[config.mk]
export PLATFORM = sky130hd
export DESIGN_NAME = load_store_unit
export DESIGN_NICKNAME = d
export VERILOG_FILES = /design/src/rtl/lsu_pkg.sv /design/src/rtl/lsu_lane_align.sv /design/src/rtl/load_store_unit.sv
export SDC_FILE = /design/constraint.sdc
export NUM_CORES = 1
export LEC_CHECK = 0
export BUFFER_PORTS_ARGS = -buffer_cell sky130_fd_sc_hd__buf_2
export CORE_MARGIN = 2
export CORE_UTILIZATION = 42
export DETAILED_ROUTE_END_ITERATION = 6
export PLACE_DENSITY_LB_ADDON = 0.3
export SYNTH_ARGS = -nofsm -noshare
export SYNTH_HDL_FRONTEND = slang
export SYNTH_SLANG_ARGS = --single-unit
export TNS_END_PERCENT = 50
[constraint.sdc]
create_clock -name clk -period 3.5 [get_ports clk]
set_clock_uncertainty 0.15 [all_clocks]
set_input_delay 0 -clock clk [delete_from_list [all_inputs] [get_ports clk]]
set_output_delay 0 -clock clk [all_outputs]
set_load 0.01 [all_outputs]
[src/rtl/lsu_pkg.sv]
// Shared types and helpers for the load/store unit: FSM states, funct3 codes,
// access-size decode and funct3 normalisation (depends on LSU_FAULT_EN).
package lsu_pkg;

  typedef enum logic [2:0] {IDLE, RD, WR, RESP, FAULT_RESP} lsu_state_e;

  localparam logic [2:0] F3_B  = 3'b000;
  localparam logic [2:0] F3_H  = 3'b001;
  localparam logic [2:0] F3_W  = 3'b010;
  localparam logic [2:0] F3_D  = 3'b011;
  localparam logic [2:0] F3_BU = 3'b100;
  localparam logic [2:0] F3_HU = 3'b101;
  localparam logic [2:0] F3_WU = 3'b110;

  function automatic logic [3:0] size_bytes(input logic [2:0] funct3);
    case (funct3[1:0])
      2'b00:   return 4'd1;
      2'b01:   return 4'd2;
      2'b10:   return 4'd4;
      default: return 4'd8;
    endcase
  endfunction

  // Without fault checking, illegal encodings are folded onto legal ones.
  function automatic logic [2:0] norm_f3(input logic write, input logic [2:0] funct3);
`ifdef LSU_FAULT_EN
    if (write) return funct3;
    return funct3;
`else
    if (funct3 == 3'b111) return F3_D;
    if (write && funct3[2]) return {1'b0, funct3[1:0]};
    return funct3;
`endif
  endfunction

endpackage

[src/rtl/lsu_lane_align.sv]
// Combinational byte-lane alignment: load extraction/extension, store merge
// into a doubleword, and request fault detection (with LSU_FAULT_EN).
module lsu_lane_align
  import lsu_pkg::*;
(
  input  logic [63:0] rbuf,
  input  logic [63:0] wdata,
  input  logic [2:0]  funct3,
  input  logic [2:0]  offset,
  input  logic        write,
  output logic [63:0] load_data,
  output logic [63:0] store_data,
  output logic        fault
);

  logic [2:0]  eff_f3;
  logic [3:0]  size;
  logic [2:0]  off_eff;
  logic [5:0]  shamt;
  logic [63:0] shifted;
  logic [63:0] width_mask;

  assign eff_f3 = norm_f3(write, funct3);
  assign size   = size_bytes(eff_f3);

`ifdef LSU_FAULT_EN
  assign off_eff = offset;
  assign fault   = (funct3 == 3'b111) || (write && funct3[2]) ||
                   ((offset & (size[2:0] - 3'd1)) != 3'd0);
`else
  assign off_eff = offset & ~(size[2:0] - 3'd1);
  assign fault   = 1'b0;
`endif

  assign shamt   = {off_eff, 3'b000};
  assign shifted = rbuf >> shamt;

  always_comb begin
    width_mask = '1;
    case (size)
      4'd1:    width_mask = 64'h0000_0000_0000_00FF;
      4'd2:    width_mask = 64'h0000_0000_0000_FFFF;
      4'd4:    width_mask = 64'h0000_0000_FFFF_FFFF;
      default: width_mask = '1;
    endcase
  end

  always_comb begin
    load_data = shifted;
    case (eff_f3)
      F3_B:    load_data = {{56{shifted[7]}},  shifted[7:0]};
      F3_H:    load_data = {{48{shifted[15]}}, shifted[15:0]};
      F3_W:    load_data = {{32{shifted[31]}}, shifted[31:0]};
      F3_BU:   load_data = {56'd0, shifted[7:0]};
      F3_HU:   load_data = {48'd0, shifted[15:0]};
      F3_WU:   load_data = {32'd0, shifted[31:0]};
      default: load_data = shifted;
    endcase
  end

  assign store_data = (rbuf & ~(width_mask << shamt)) | ((wdata & width_mask) << shamt);

endmodule

[src/rtl/load_store_unit.sv]
// Load/store sequencer onto a 64-bit data memory with registered strobes;
// sub-doubleword stores are read-modify-write. Optional: LSU_FAULT_EN.
module load_store_unit
  import lsu_pkg::*;
#(
  parameter int DM_ADDRESS = 9,
  parameter int DATA_W     = 64
) (
  input  logic                  clk,
  input  logic                  rst_n,
  input  logic                  req_valid,
  output logic                  req_ready,
  input  logic                  req_write,
  input  logic [2:0]            req_funct3,
  input  logic [DM_ADDRESS+2:0] req_addr,
  input  logic [DATA_W-1:0]     req_wdata,
  output logic                  resp_valid,
  output logic [DATA_W-1:0]     resp_rdata,
  output logic                  resp_fault,
  output logic                  MemRead,
  output logic                  MemWrite,
  output logic [DM_ADDRESS-1:0] a,
  output logic [DATA_W-1:0]     wd,
  input  logic [DATA_W-1:0]     rd
);

  lsu_state_e  state_q, state_d;
  logic        write_q;
  logic [2:0]  f3_q;
  logic [2:0]  off_q;
  logic [63:0] wdata_q;
  logic [63:0] rbuf;

  logic        idle;
  logic [63:0] al_rbuf, al_wdata, load_data, store_data;
  logic [2:0]  al_f3, al_off;
  logic        al_write, fault;

  assign idle = (state_q == IDLE);

  // In IDLE the aligner sees the incoming request (fault check, D-store data);
  // in RD it merges against live memory data so wd is ready at the WR edge.
  assign al_rbuf  = (state_q == RD) ? rd : rbuf;
  assign al_wdata = idle ? req_wdata : wdata_q;
  assign al_f3    = idle ? req_funct3 : f3_q;
  assign al_off   = idle ? req_addr[2:0] : off_q;
  assign al_write = idle ? req_write : write_q;

  lsu_lane_align u_align (
    .rbuf       (al_rbuf),
    .wdata      (al_wdata),
    .funct3     (al_f3),
    .offset     (al_off),
    .write      (al_write),
    .load_data  (load_data),
    .store_data (store_data),
    .fault      (fault)
  );

  always_ff @(posedge clk or negedge rst_n) begin
    if (!rst_n) state_q <= IDLE;
    else        state_q <= state_d;
  end

  always_comb begin
    state_d = state_q;
    case (state_q)
      IDLE: begin
        if (req_valid) begin
          if (fault)
            state_d = FAULT_RESP;
          else if (req_write && norm_f3(req_write, req_funct3) == F3_D)
            state_d = WR;
          else
            state_d = RD;
        end
      end
      RD:         state_d = write_q ? WR : RESP;
      WR:         state_d = RESP;
      RESP:       state_d = IDLE;
      FAULT_RESP: state_d = IDLE;
      default:    state_d = IDLE;
    endcase
  end

  always_comb begin
    req_ready  = idle;
    resp_valid = (state_q == RESP) || (state_q == FAULT_RESP);
    resp_rdata = (state_q == RESP && !write_q) ? load_data : '0;
`ifdef LSU_FAULT_EN
    resp_fault = (state_q == FAULT_RESP);
`else
    resp_fault = 1'b0;
`endif
  end

  // Strobes are derived from the next state so they only change on edges.
  always_ff @(posedge clk or negedge rst_n) begin
    if (!rst_n) begin
      write_q  <= 1'b0;
      f3_q     <= '0;
      off_q    <= '0;
      wdata_q  <= '0;
      rbuf     <= '0;
      a        <= '0;
      wd       <= '0;
      MemRead  <= 1'b0;
      MemWrite <= 1'b0;
    end else begin
      if (idle && req_valid) begin
        write_q <= req_write;
        f3_q    <= req_funct3;
        off_q   <= req_addr[2:0];
        wdata_q <= req_wdata;
        if (!fault) a <= req_addr[DM_ADDRESS+2:3];
      end
      if (state_q == RD) rbuf <= rd;
      if (state_d == WR && state_q != WR) wd <= store_data;
      MemRead  <= (state_d == RD);
      MemWrite <= (state_d == WR);
    end
  end

endmodule
* Word level (Yosys, flattened, before mapping)
Index checks and enable logic that the tools add are counted.
Cells by class: reductions and logical operators 11, shift-type cells 3, bitwise logic cells 6, $add $sub $neg 1, multiplexer cells 33, equality and inequality tests 20
Operators with widths (count):
- one-hot mux 64 bit (6 select lines) | 1
- two-way mux 64 bit | 3
- one-hot mux 64 bit (3 select lines) | 1
- bitwise AND 64 bit | 2
- << shifter 64 x 6 -> 64 bit | 2
- inverter 64 bit | 1
- bitwise OR 64 bit | 1
- >> shifter 64 x 6 -> 64 bit | 1
- two-way mux 3 bit | 13
- == test 3 bit (second input constant) | 6
- == test 3 x 2 -> 1 bit (second input constant) | 5
- two-way mux 1 bit | 12
- one-hot mux 4 bit (3 select lines) | 1
- == test 3 x 1 -> 1 bit (second input constant) | 3
- one-hot mux 3 bit (3 select lines) | 1
- logical AND 1 bit | 6
- logical NOT 3 bit | 2
- == test 4 x 1 -> 1 bit (second input constant) | 1
- == test 4 x 2 -> 1 bit (second input constant) | 1
- == test 4 x 3 -> 1 bit (second input constant) | 1
- bitwise AND 3 bit | 1
- inequality test 3 x 2 -> 1 bit (second input constant) | 1
- inverter 3 bit | 1
- subtractor 3 x 1 -> 3 bit (second input constant) | 1
- 6 further kinds | 6
Word-level totals: output and inout bits 142, input port bits 147, word-level logic and storage cells 84, flip-flop bits (word level) 213

* Depth between registers and ports, before layout
Gate-level depths: netlist of the first run.
depth after elaboration 18, gate-level depth with buffers 12

* Cells and area by module
A second synthesis of the first run with hierarchy kept.
Second synthesis, totals: cells, all modules 1306, area total of the unflattened synthesis 12832.3 sq um
Modules (own cells, without submodules):
- load_store_unit | times used 1, area each 9454.1 sq um, sequential area each 5330.1 sq um, cells each 768
- lsu_lane_align | times used 1, area each 3378.2 sq um, sequential area each 0.0 sq um, cells each 538

* Least setup slack after synthesis of the first run
OpenSTA, ideal clock, no wires.
path type reg2out, start register state_q[0], end output port resp_rdata[59], required time 3350 ps, stages on the path, launching flop included 12, arrival time 2549 ps, setup slack 801 ps, path through dfrtp_1 buf_2 or3_4 clkinv_4 mux2_2 buf_4 mux2i_1 a22o_2 nand3b_4 buf_6 buf_4 a31oi_1
On the way: longest elaborated chain between the ends 15
RTL lines:
- start: declaration | line load_store_unit.sv:27 | lsu_state_e state_q, state_d;
- start signal: assignment | line load_store_unit.sv:62 | else state_q <= state_d;
- logical NOT 3 bit | line load_store_unit.sv:39 | assign idle = (state_q == IDLE);
- two-way mux 1 bit / two-way mux 3 bit (equally long branches) | line load_store_unit.sv:47, load_store_unit.sv:45
- logical AND 1 bit | line lsu_pkg.sv:31 | if (write && funct3[2]) return {1'b0, funct3[1:0]};
- two-way mux 1 bit (2 in series) | line lsu_pkg.sv:31
- two-way mux 3 bit | line lsu_pkg.sv:32 | return funct3;
- two-way mux 3 bit | line lsu_pkg.sv:31
- == test 2 bit (tied with other cells) | line lsu_pkg.sv:16 | case (funct3[1:0])
- one-hot mux 4 bit (3 select lines) | line lsu_pkg.sv:16
- subtractor 3 x 1 -> 3 bit | line lsu_lane_align.sv:31 | assign off_eff = offset & ~(size[2:0] - 3'd1);
- inverter 3 bit | line lsu_lane_align.sv:31
- bitwise AND 3 bit | line lsu_lane_align.sv:31
- >> shifter 64 x 6 -> 64 bit | line lsu_lane_align.sv:36 | assign shifted = rbuf >> shamt;
- one-hot mux 64 bit (6 select lines) | line lsu_lane_align.sv:50 | case (eff_f3)
- two-way mux 64 bit * | line load_store_unit.sv:89 | resp_rdata = (state_q == RESP && !write_q) ? load_data : '0;
- end: declaration | line load_store_unit.sv:18 | output logic [DATA_W-1:0] resp_rdata,
Mark *: on every way between the ends. The rest lies on a longest branch, timed or not. The select of a mux whose other input is x is not followed.

* Worst setup path after layout of the first run
start register state_q[1], end output port resp_rdata[18]
RTL lines:
- == test 3 x 1 -> 1 bit | line load_store_unit.sv:43 | assign al_rbuf = (state_q == RD) ? rd : rbuf;
- two-way mux 64 bit
- via al_rbuf[50] | line load_store_unit.sv:35 | logic [63:0] al_rbuf, al_wdata, load_data, store_data;
- >> shifter 64 x 6 -> 64 bit | line lsu_lane_align.sv:36
- one-hot mux 64 bit (6 select lines) | line lsu_lane_align.sv:50
- two-way mux 64 bit | line load_store_unit.sv:89
The timed path passes the listed nets, and every way through them passes these cells. The select of a mux whose other input is x is not followed.

==> impl_metrics.tcl, run 1 <==
set metrics [dict create \
    area_growth_pct 40.54 \
    worst_slew_pin_slew_ps 832.0 \
    r2r_end "wd[57]$_DFFE_PN0P_" \
    synth_cell_types 66 \
    gp_congestion 0.9756 \
    end_kind "output port" \
    ctsLongestPathBuffers 3 \
    start_util_pct 42.63 \
    synth.top_cell.area_share_pct 45.13 \
    period_share_pct 99.10 \
    grt_pass1_wl_um 72170 \
    start_kind "register" \
    drv_cap 0 \
    crit_buf_inv 4 \
    min_period_ps 3469 \
    cpLargestDelayFamily "multiplexers" \
    synth_cells 1194 \
    die_area_um2 29480 \
    final_cell_mix "buf_2, dfrtp_1, dlygate4sd3_1" \
    holdWs_ps -34.90 \
    synth_area_um2 11810 \
    clkSinkCount 213 \
    setup_viol 0 \
    regArea_um2 5330 \
    rsz0062_at_grt "yes" \
    dieHeight_um 171.7 \
    critical-path-max-stage-delay_ps 460 \
    synth.area.top_cells "dfrtp_1, mux2_2, mux2i_1" \
    syn_avg_cell_area_um2 9.892 \
    drtAntennaViolNets 0 \
    critPathRequiredTime_ps 3350 \
    ctsRootBufferMaster "clkbuf_16" \
    clock_latency_ps 550 \
    yosysWarnings 0 \
    status "complete, but fails checks" \
    ir_worst_vdd_v 0.0004660 \
    critPathKind "register to output port" \
    wl_um 50330 \
    synth_seq_area_share_pct 45.13 \
    violations "negative hold slack" \
    grt_max_degree 97 \
    layout-drive-gt1-share_pct 34.98 \
    tritoncts "yes" \
    crit_chain "buf_4 > nor3b_4 > buf_4 > clkbuf_16 > mux2_2 > mux2i_1 > o21ai_0 > o211ai_1 > nand3_1 > buf_2" \
    power_density_nw_per_um2 927.5 \
    multi_input_area_um2 6071 \
    viasPerCell 5.876 \
    layout_commonest_cell "buf_2" \
    cts_made_buffers 24 \
    first_pass_iters 7 \
    r2r-start "state_q[2]$_DFF_PN0_" \
    rrSetupSlack_ps 260 \
    num_rows 61 \
    hold_path.class "input pin to asynchronous set/reset pin" \
    fp.dieW_um 171.7 \
    path_common_cell "buf_4" \
    synth-edff-count 0 \
    p_total_uw 15400 \
    slew_violations 0 \
    antenna_found_initial 0 \
    wire_per_inst_um 24.76 \
    core_area_um2 27710 \
    cts_htree_levels 1 \
    antenna_cells 0 \
    crit_slowest_cell "mux2_2" \
    cp_max_fo 16 \
    hpwl_um 35490 \
    vias 11950 \
    io_buffers 287 \
    nets 1786 \
    critPathArrivalTime_ps 3320 \
    p_leak_uw 0.007749 \
    yosysTopAreaCell "dfrtp_1" \
    ys_ff_latch 213 \
    hold_viol 23 \
    drc 0 \
    fmax_mhz 288.3 \
    grt-ovfl-total 0 \
    initialDrtViolationCount 1192 \
    worstRegToRegCells 8 \
    relSlewSlack_pct 44.53 \
    io-pin-count 289 \
    num-fill-cells 2358 \
    grt_pass1_vias 11510 \
    synth_top_flop_cell "dfrtp_1" \
    clkTransAtPathRegs_ps 60 \
    async_flop_share_pct 100.0 \
    grt_usage_pct 32.99 \
]
==> worst reg2reg max path, stage by stage, from the launching register on <==
cell and delay [ps]:
dfrtp_1 390, or3_4 490, inv_8 160, buf_16 270, mux2i_1 570, o22ai_1 370, a21oi_1 430, o221a_2 260
o21ai_0 60
==> metrics by stage <==
step / utilization, % / setup TNS [ps] / area, um^2 / setup WS, ps / std cells
6_report: 59.92 / 0 / 16600 / 31.49 / 2033
3_5_place_dp: 49.91 / 0 / 13830 / 153.5 / 1814
3_3_place_gp: 49.91 / 0 / 13830 / 162.6 / 1814
4_1_cts: 59.20 / 0 / 16400 / 4.432 / 2027
5_1_grt: 59.92 / -189.9 / 16600 / -46.34 / 2033
2_1_floorplan: - / 0 / 11820 / 801.3 / 1195
==> layer usage <==
metal  share of wire [%]  track usage, %
met3                 8.8           5.269
met1                  41           45.42
met5                   0               0
met4                 4.0           13.12
met2                  46           52.05
==> sequential cells by signal, summed over array words and instances (netlist names) <==
register	count
write_q	1
rbuf	64
wd	64
f3_q	3
wdata_q	64
off_q	3
MemWrite	1
MemRead	1
state_q	3
a	9
==> cell type report <==
| type | instances | share of cell area (%) |
|---|---|---|
| Multi-Input combinational cell | 848 | 36.57 |
| Sequential cell | 213 | 32.11 |
| Timing Repair Buffer | 519 | 22.79 |
| Clock buffer | 32 | 4.161 |
| Tap cell | 378 | 2.849 |
| Inverter | 33 | 0.7914 |
| Clock inverter | 10 | 0.7236 |
==> timing repair <==
action,CTS,global route
setup endpoints to repair,57,57
hold buffers,157,0
resized for setup,10,22
setup buffers,12,2
hold endpoints to repair,304,0
pin swaps,4,3
gates cloned,2,4
==> how the worst max path moves through the flow <==
stage                              start                 end  slack (ps)  cells past startpoint
finish              state_q[1]$_DFF_PN0_      resp_rdata[18]          30                     10
global route        state_q[1]$_DFF_PN0_      resp_rdata[27]         -50                     10
CTS                 state_q[2]$_DFF_PN0_      resp_rdata[12]           4                     11
detailed placement  state_q[1]$_DFF_PN0_  wd[57]$_DFFE_PN0P_         150                      8
global placement    state_q[1]$_DFF_PN0_  wd[57]$_DFFE_PN0P_         160                      8
floorplan           state_q[0]$_DFF_PN0_      resp_rdata[59]         800                     11
==> cell usage after synthesis, types with 10 or more instances <==
cell type / number
a31oi_1: 22
clkbuf_1: 46
inv_1: 32
a22oi_1: 22
buf_2: 41
nand3_1: 18
a221oi_1: 23
o21ai_0: 89
mux2_2: 134
nand2_1: 158
mux2i_1: 76
a32oi_1: 17
o22ai_1: 23
dfrtp_1: 213
a211oi_1: 10
nor2_1: 66
nor3_1: 12
a21oi_1: 67
==> report_power, final <==
part | switching [uW] | internal [uW] | leakage, uW | total, uW
registers | 626 | 3610 | 0.00257 | 4240
clock network | 1070 | 1530 | 0.000397 | 2610
logic | 5300 | 3250 | 0.00478 | 8550
==> logic make-up (layout without fill, tap and decap cells) <==
family / after synthesis / count (layout) / synth area share (%)
compound gates: 347 / 347 / 19.51
simple gates: 283 / 286 / 10.40
mux: 213 / 213 / 19.71
flops: 213 / 213 / 45.13
buf+inv: 137 / 594 / 5.212
other cells: 1 / 2 / 0.03175
Power figures use the tool's default switching activity.
==> inputs of run 2 (changes only) <==
Clock period 3.5 ns to 2.9 ns, I/O delays scaled along.
==> run 2 against run 1 <==
  * The flow finishes with violations (negative setup slack)
  * Count of clock-buffer cells in the layout rose by 1
  * Combinational power rose by 52%
  * Die area unchanged
  * Via count up 4.9%
  * Register-to-register slack got worse by 340 ps
  * Cell count up 7.3%
  * Sequential share of layout area fell by 3.5 points
  * Non-clock buffer count rose by 150
  * Power rose by 37%
  * Critical path depth grew 1
  * Sequential power increased by 21%
==> impl_metrics.tcl, run 2 (synthesis results as in run 1) <==
set metrics [dict create \
    status "complete, but fails checks" \
    violations "negative setup slack" \
    drv_cap 0 \
    grt-ovfl-total 0 \
    ctsRootBufferMaster "clkbuf_16" \
    layout-drive-gt1-share_pct 45.62 \
    path_common_cell "buf_12" \
    seq_power_share_pct 24.3 \
    viasPerCell 5.745 \
    tritoncts "yes" \
    rrSetupSlack_ps -80 \
    hold_path.class "input pin to register" \
    cp.depth 11 \
    grt_pass1_vias 12140 \
    grt_pass1_wl_um 75180 \
    sw_frac_of_total_pct 44.33 \
    end_kind "output port" \
    num_rows 61 \
    p_leak_uw 0.008713 \
    hpwl_um 37170 \
    ir_worst_vdd_v 0.0005752 \
    p_total_uw 21090 \
    area_growth_pct 57.52 \
    ctsLongestPathBuffers 3 \
    core_area_um2 27710 \
    final_cell_mix "buf_2, dfrtp_1, buf_4" \
    cpLargestDelayFamily "buffers and inverters" \
    finalWorstSetupSlack_ps -433.2 \
    start_util_pct 42.63 \
    stdcell_count 2182 \
    pre_cts_slack_ps -87.42 \
    hold_viol 0 \
    grt_usage_pct 34.42 \
    fp.dieW_um 171.7 \
    io_buffers 287 \
    wire_per_inst_um 24.10 \
    cts_made_buffers 24 \
    hp-start "req_addr[8]" \
    power.share.clock_pct 13.9 \
    critPathKind "register to output port" \
    critPathRequiredTime_ps 2750 \
    internal_power_uw 11740 \
    vias 12540 \
    clkSinkCount 213 \
    critical-path-max-stage-delay_ps 440 \
    relSlewSlack_pct 55.70 \
    rsz0062_at_grt "yes" \
    nets 1933 \
    crit_slowest_cell "or3_4" \
    die_area_um2 29480 \
    io-pin-count 289 \
    start_kind "register" \
    initialDrtViolationCount 1119 \
    top_regs "rbuf (64), wd (64), wdata_q (64)" \
    crit_buf_inv 5 \
    cp_max_fo 16 \
    r2r_end "wd[15]$_DFFE_PN0P_" \
    crit_chain "or3_4 > clkinv_8 > mux2_4 > buf_12 > mux2i_4 > a21oi_4 > a32oi_4 > buf_4 > buf_12 > a32oi_1 > buf_2" \
    worstRegToRegCells 11 \
    layout_commonest_cell "buf_2" \
    dieHeight_um 171.7 \
    drtAntennaViolNets 0 \
    period_share_pct 114.9 \
    hold_end "a[5]$_DFFE_PN0P_" \
    setup_viol 71 \
    antenna_found_initial 0 \
    gp_congestion 0.9891 \
    slew_violations 0 \
    wl_um 52590 \
    power_density_nw_per_um2 1134 \
    clock_latency_ps 540 \
    place_inst 1928 \
    grt_max_degree 77 \
    antenna_cells 0 \
    comb_power_share_pct 61.8 \
    cts_htree_levels 1 \
    fmax_mhz 300.0 \
    netSwitchingPower_uw 9350 \
    hold_depth 3 \
    drc 0 \
    first_pass_iters 5 \
    clkTransAtPathRegs_ps 60 \
    r2r-start "state_q[2]$_DFF_PN0_" \
    worst_slew_pin_slew_ps 664.5 \
    critPathArrivalTime_ps 3180 \
    min_period_ps 3333 \
]
-- run 2: cell types whose count changed in the layout (fill, tap and decap cells not counted), sizes merged --
cell,before,now
buf,358,515
inv,34,32
nand3b,4,1
clkbuf,35,38
clkinv,5,8
dlygate4sd3,157,148
bufinv,2,0
clkinvlp,2,4
-- run 2: worst max path at each step --
stage                         startpoint            endpoint  slack [ps]
finish              state_q[2]$_DFF_PN0_      resp_rdata[32]        -430
global route        state_q[2]$_DFF_PN0_      resp_rdata[32]        -500
global placement    state_q[1]$_DFF_PN0_  wd[57]$_DFFE_PN0P_         -50
CTS                 state_q[2]$_DFF_PN0_       resp_rdata[8]        -380
floorplan           state_q[0]$_DFF_PN0_      resp_rdata[59]         200
detailed placement  state_q[1]$_DFF_PN0_      resp_rdata[29]         -90
-- run 2: worst reg2reg max path: cells and delay by family (launching register included) --
kind            cells  cell delay (ps)
buf+inv             6              960
compound gates      3              530
simple gates        1              440
flops               1              400
mux                 1              400
-- run 2: layer usage --
metal | vias to the layer above | track usage (%) | share of wire (%)
li1 | 5570 | - | -
met1 | 6151 | 45.63 | 41
met2 | 681 | 55.06 | 47
met3 | 133 | 6.650 | 8.2
met4 | 0 | 14.74 | 4.5
met5 | - | 0 | 0
-- run 2: cell type report --
type                            instances  area, um^2
Clock inverter                         11       76.32
Tap cell                              378       473.0
Fill cell                            2146        9100
Clock buffer                           33       674.4
Timing Repair Buffer                  669        5294
Multi-Input combinational cell        845        6621
Sequential cell                       213        5330
Inverter                               33       136.4
-- run 2: metrics by stage --
step | area, um^2 | setup TNS (ps) | hold WS, ps | util, %
floorplan | 11820 | 0 | -445.6 | -
global placement | 14850 | -130.4 | -108.6 | 53.58
detailed placement | 14850 | -748.1 | -104.8 | 53.58
CTS | 17890 | -21490 | 67.87 | 64.58
global route | 18610 | -28020 | 89.82 | 67.15
finish | 18610 | -21920 | 92.70 | 67.15
-- run 2: power by group through the flow --
stage	logic [uW]	clock network [uW]	registers, uW
2_1_floorplan	5400	0	5090
3_3_place_gp	10800	0	5040
3_5_place_dp	10800	0	5100
4_1_cts	11900	2970	5060
5_1_grt	13700	3070	5240
6_report	13000	2930	5130
-- run 2: what timing repair did --
item	in CTS	in global routing
endpoints found under the setup margin	69	96
pin swaps	9	20
endpoints found under the hold margin	414	0
resized for setup	82	104
buffers inserted	34	19
hold buffers	149	0
cloned	5	4
==> inputs of run 3 (changes only) <==
Settings changed: CORE_ASPECT_RATIO from default to 0.5.
Clock period 2.9 ns to 4 ns, I/O delays scaled along.
==> run 3 against run 2 <==
  * The run now ends clean
  * Hold slack got worse by 35 ps
  * Global-route usage down 1.6 points
  * Cell count is 8.4% lower
  * Largest cell class unchanged
==> impl_metrics.tcl, run 3 (synthesis results as in run 1) <==
set metrics [dict create \
    placedInstanceArea_um2 13670 \
    num_rows 43 \
    antenna_found_initial 0 \
    initialDrtViolationCount 1528 \
    first_pass_iters 6 \
    ir_worst_vdd_v 0.0003583 \
    nets 1747 \
    pre_cts_slack_ps 96.79 \
    critPathKind "register to register" \
    drtAntennaViolNets 0 \
    vias 11910 \
    wl_met2_um 22250 \
    layout-drive-gt1-share_pct 33.54 \
    top_regs "rbuf (64), wd (64), wdata_q (64)" \
    worst_slew_pin_slew_ps 1047 \
    top_layer "met4" \
    relSlewSlack_pct 29.91 \
    grt_usage_pct 32.77 \
    dieHeight_um 122.6 \
    postLayoutCellArea_um2 16080 \
    fin_setup_tns_ps 0 \
    p_total_uw 13080 \
    cts_htree_levels 1 \
    rsz0062_at_grt "no" \
    min_period_ps 3992 \
    hold_viol 0 \
    ctsLongestPathBuffers 3 \
    status "finished clean" \
    fmax_mhz 250.5 \
    period_share_pct 99.80 \
    worstRegToRegCells 8 \
    wl_um 50020 \
    wl_met1_um 21240 \
    power_density_nw_per_um2 813.6 \
    area_growth_pct 36.10 \
    setup_viol 0 \
    start_kind "register" \
    finalWorstSetupSlack_ps 7.949 \
    final_util_pct 58.13 \
    io_buffers 287 \
    gp_congestion 0.9788 \
    core_area_um2 27650 \
    p_leak_uw 0.007487 \
    regArea_um2 5333 \
    io-pin-count 289 \
    hpwl_um 35740 \
    critPathArrivalTime_ps 4240 \
    wire_per_inst_um 25.04 \
    antenna_cells 0 \
    fp.dieW_um 241.2 \
    cts_made_buffers 22 \
    start_util_pct 42.71 \
    num-fill-cells 2424 \
    clkTransAtPathRegs_ps 60 \
    layout_commonest_cell "buf_2" \
    grt_max_degree 117 \
    tritoncts "yes" \
    drc 0 \
    multi_input_area_um2 5949 \
    cp_max_fo 62 \
    viasPerCell 5.962 \
    die_area_um2 29560 \
    grt-ovfl-total 0 \
    ctsRootBufferMaster "clkbuf_16" \
    slew_violations 0 \
    routed-wl-met3_um 5006 \
    drv_cap 0 \
    clkSinkCount 213 \
    clock_latency_ps 530 \
    hold_path.class "input pin to asynchronous set/reset pin" \
    grt_pass1_wl_um 70770 \
    grt_pass1_vias 11230 \
    end_kind "register" \
    critPathRequiredTime_ps 4250 \
    final_cell_mix "buf_2, dfrtp_1, nand2_1" \
]
-- run 3: cell types whose count changed in the layout (fill, tap and decap cells not counted), moves of 12 or more --
cell | previous run | this run
a21oi_1 | 49 | 67
a21oi_2 | 16 | 0
buf_12 | 23 | 7
buf_4 | 186 | 41
buf_6 | 18 | 1
mux2_2 | 119 | 134
mux2_4 | 15 | 0
mux2i_1 | 52 | 73
mux2i_2 | 15 | 3
-- run 3: worst paths after layout --
path	endpoint	from	slack [ps]
worst max-delay path	wd[58]$_DFFE_PN0P_	state_q[1]$_DFF_PN0_	8
worst min-delay path	a[3]$_DFFE_PN0P_	rst_n	60
worst max register to register	wd[58]$_DFFE_PN0P_	state_q[1]$_DFF_PN0_	8
worst min register to register	wd[5]$_DFFE_PN0P_	wd[5]$_DFFE_PN0P_	330
max in group asynchronous	rbuf[35]$_DFF_PN0_	rst_n	2560
min in group clk	wdata_q[44]$_DFFE_PN0P_	req_wdata[44]	100
-- run 3: metal layers --
layer	global-route usage (%)	vias up
li1	-	5181
met1	46.19	5916
met2	50.14	710
met3	7.985	105
met4	9.606	0
met5	0	-
-- run 3: worst max-delay path, stage by stage, from the launching register on --
cell      delay (ps)
dfrtp_2          490
or3_4            510
clkinv_4         180
buf_12           300
mux2i_1          780
o22ai_1          410
a21oi_1          540
o221a_2          290
o21ai_0           70
-- run 3: stage by stage --
step / hold slack (ps) / std cells
finish: 58.11 / 1998
floorplan: -445.6 / 1195
global placement: 75.47 / 1798
global route: 100.6 / 1998
CTS: 86.16 / 1985
detailed placement: 84.97 / 1798
-- run 3: repair_timing --
action / in CTS / in global routing
endpoints found under the hold margin: 315 / 0
gates resized for setup: 1 / 6
setup buffers: 0 / 11
setup endpoints to repair: 8 / 61
pin swaps: 0 / 4
hold buffers: 147 / 0
cloned: 0 / 2
-- run 3: final cells by class --
cell class	count	area share, %
Multi-Input combinational cell	847	37.01
Sequential cell	213	33.17
Inverter	33	0.8017
Clock inverter	9	0.9651
Clock buffer	31	4.078
Tap cell	382	2.973
Timing Repair Buffer	483	21.00
-- run 3: power breakdown --
group	switching [uW]	internal, uW	leakage, uW	total [uW]
Sequential	543	3160	0.00257	3700
Combinational	4520	2520	0.00452	7040
Clock	929	1410	0.000396	2340
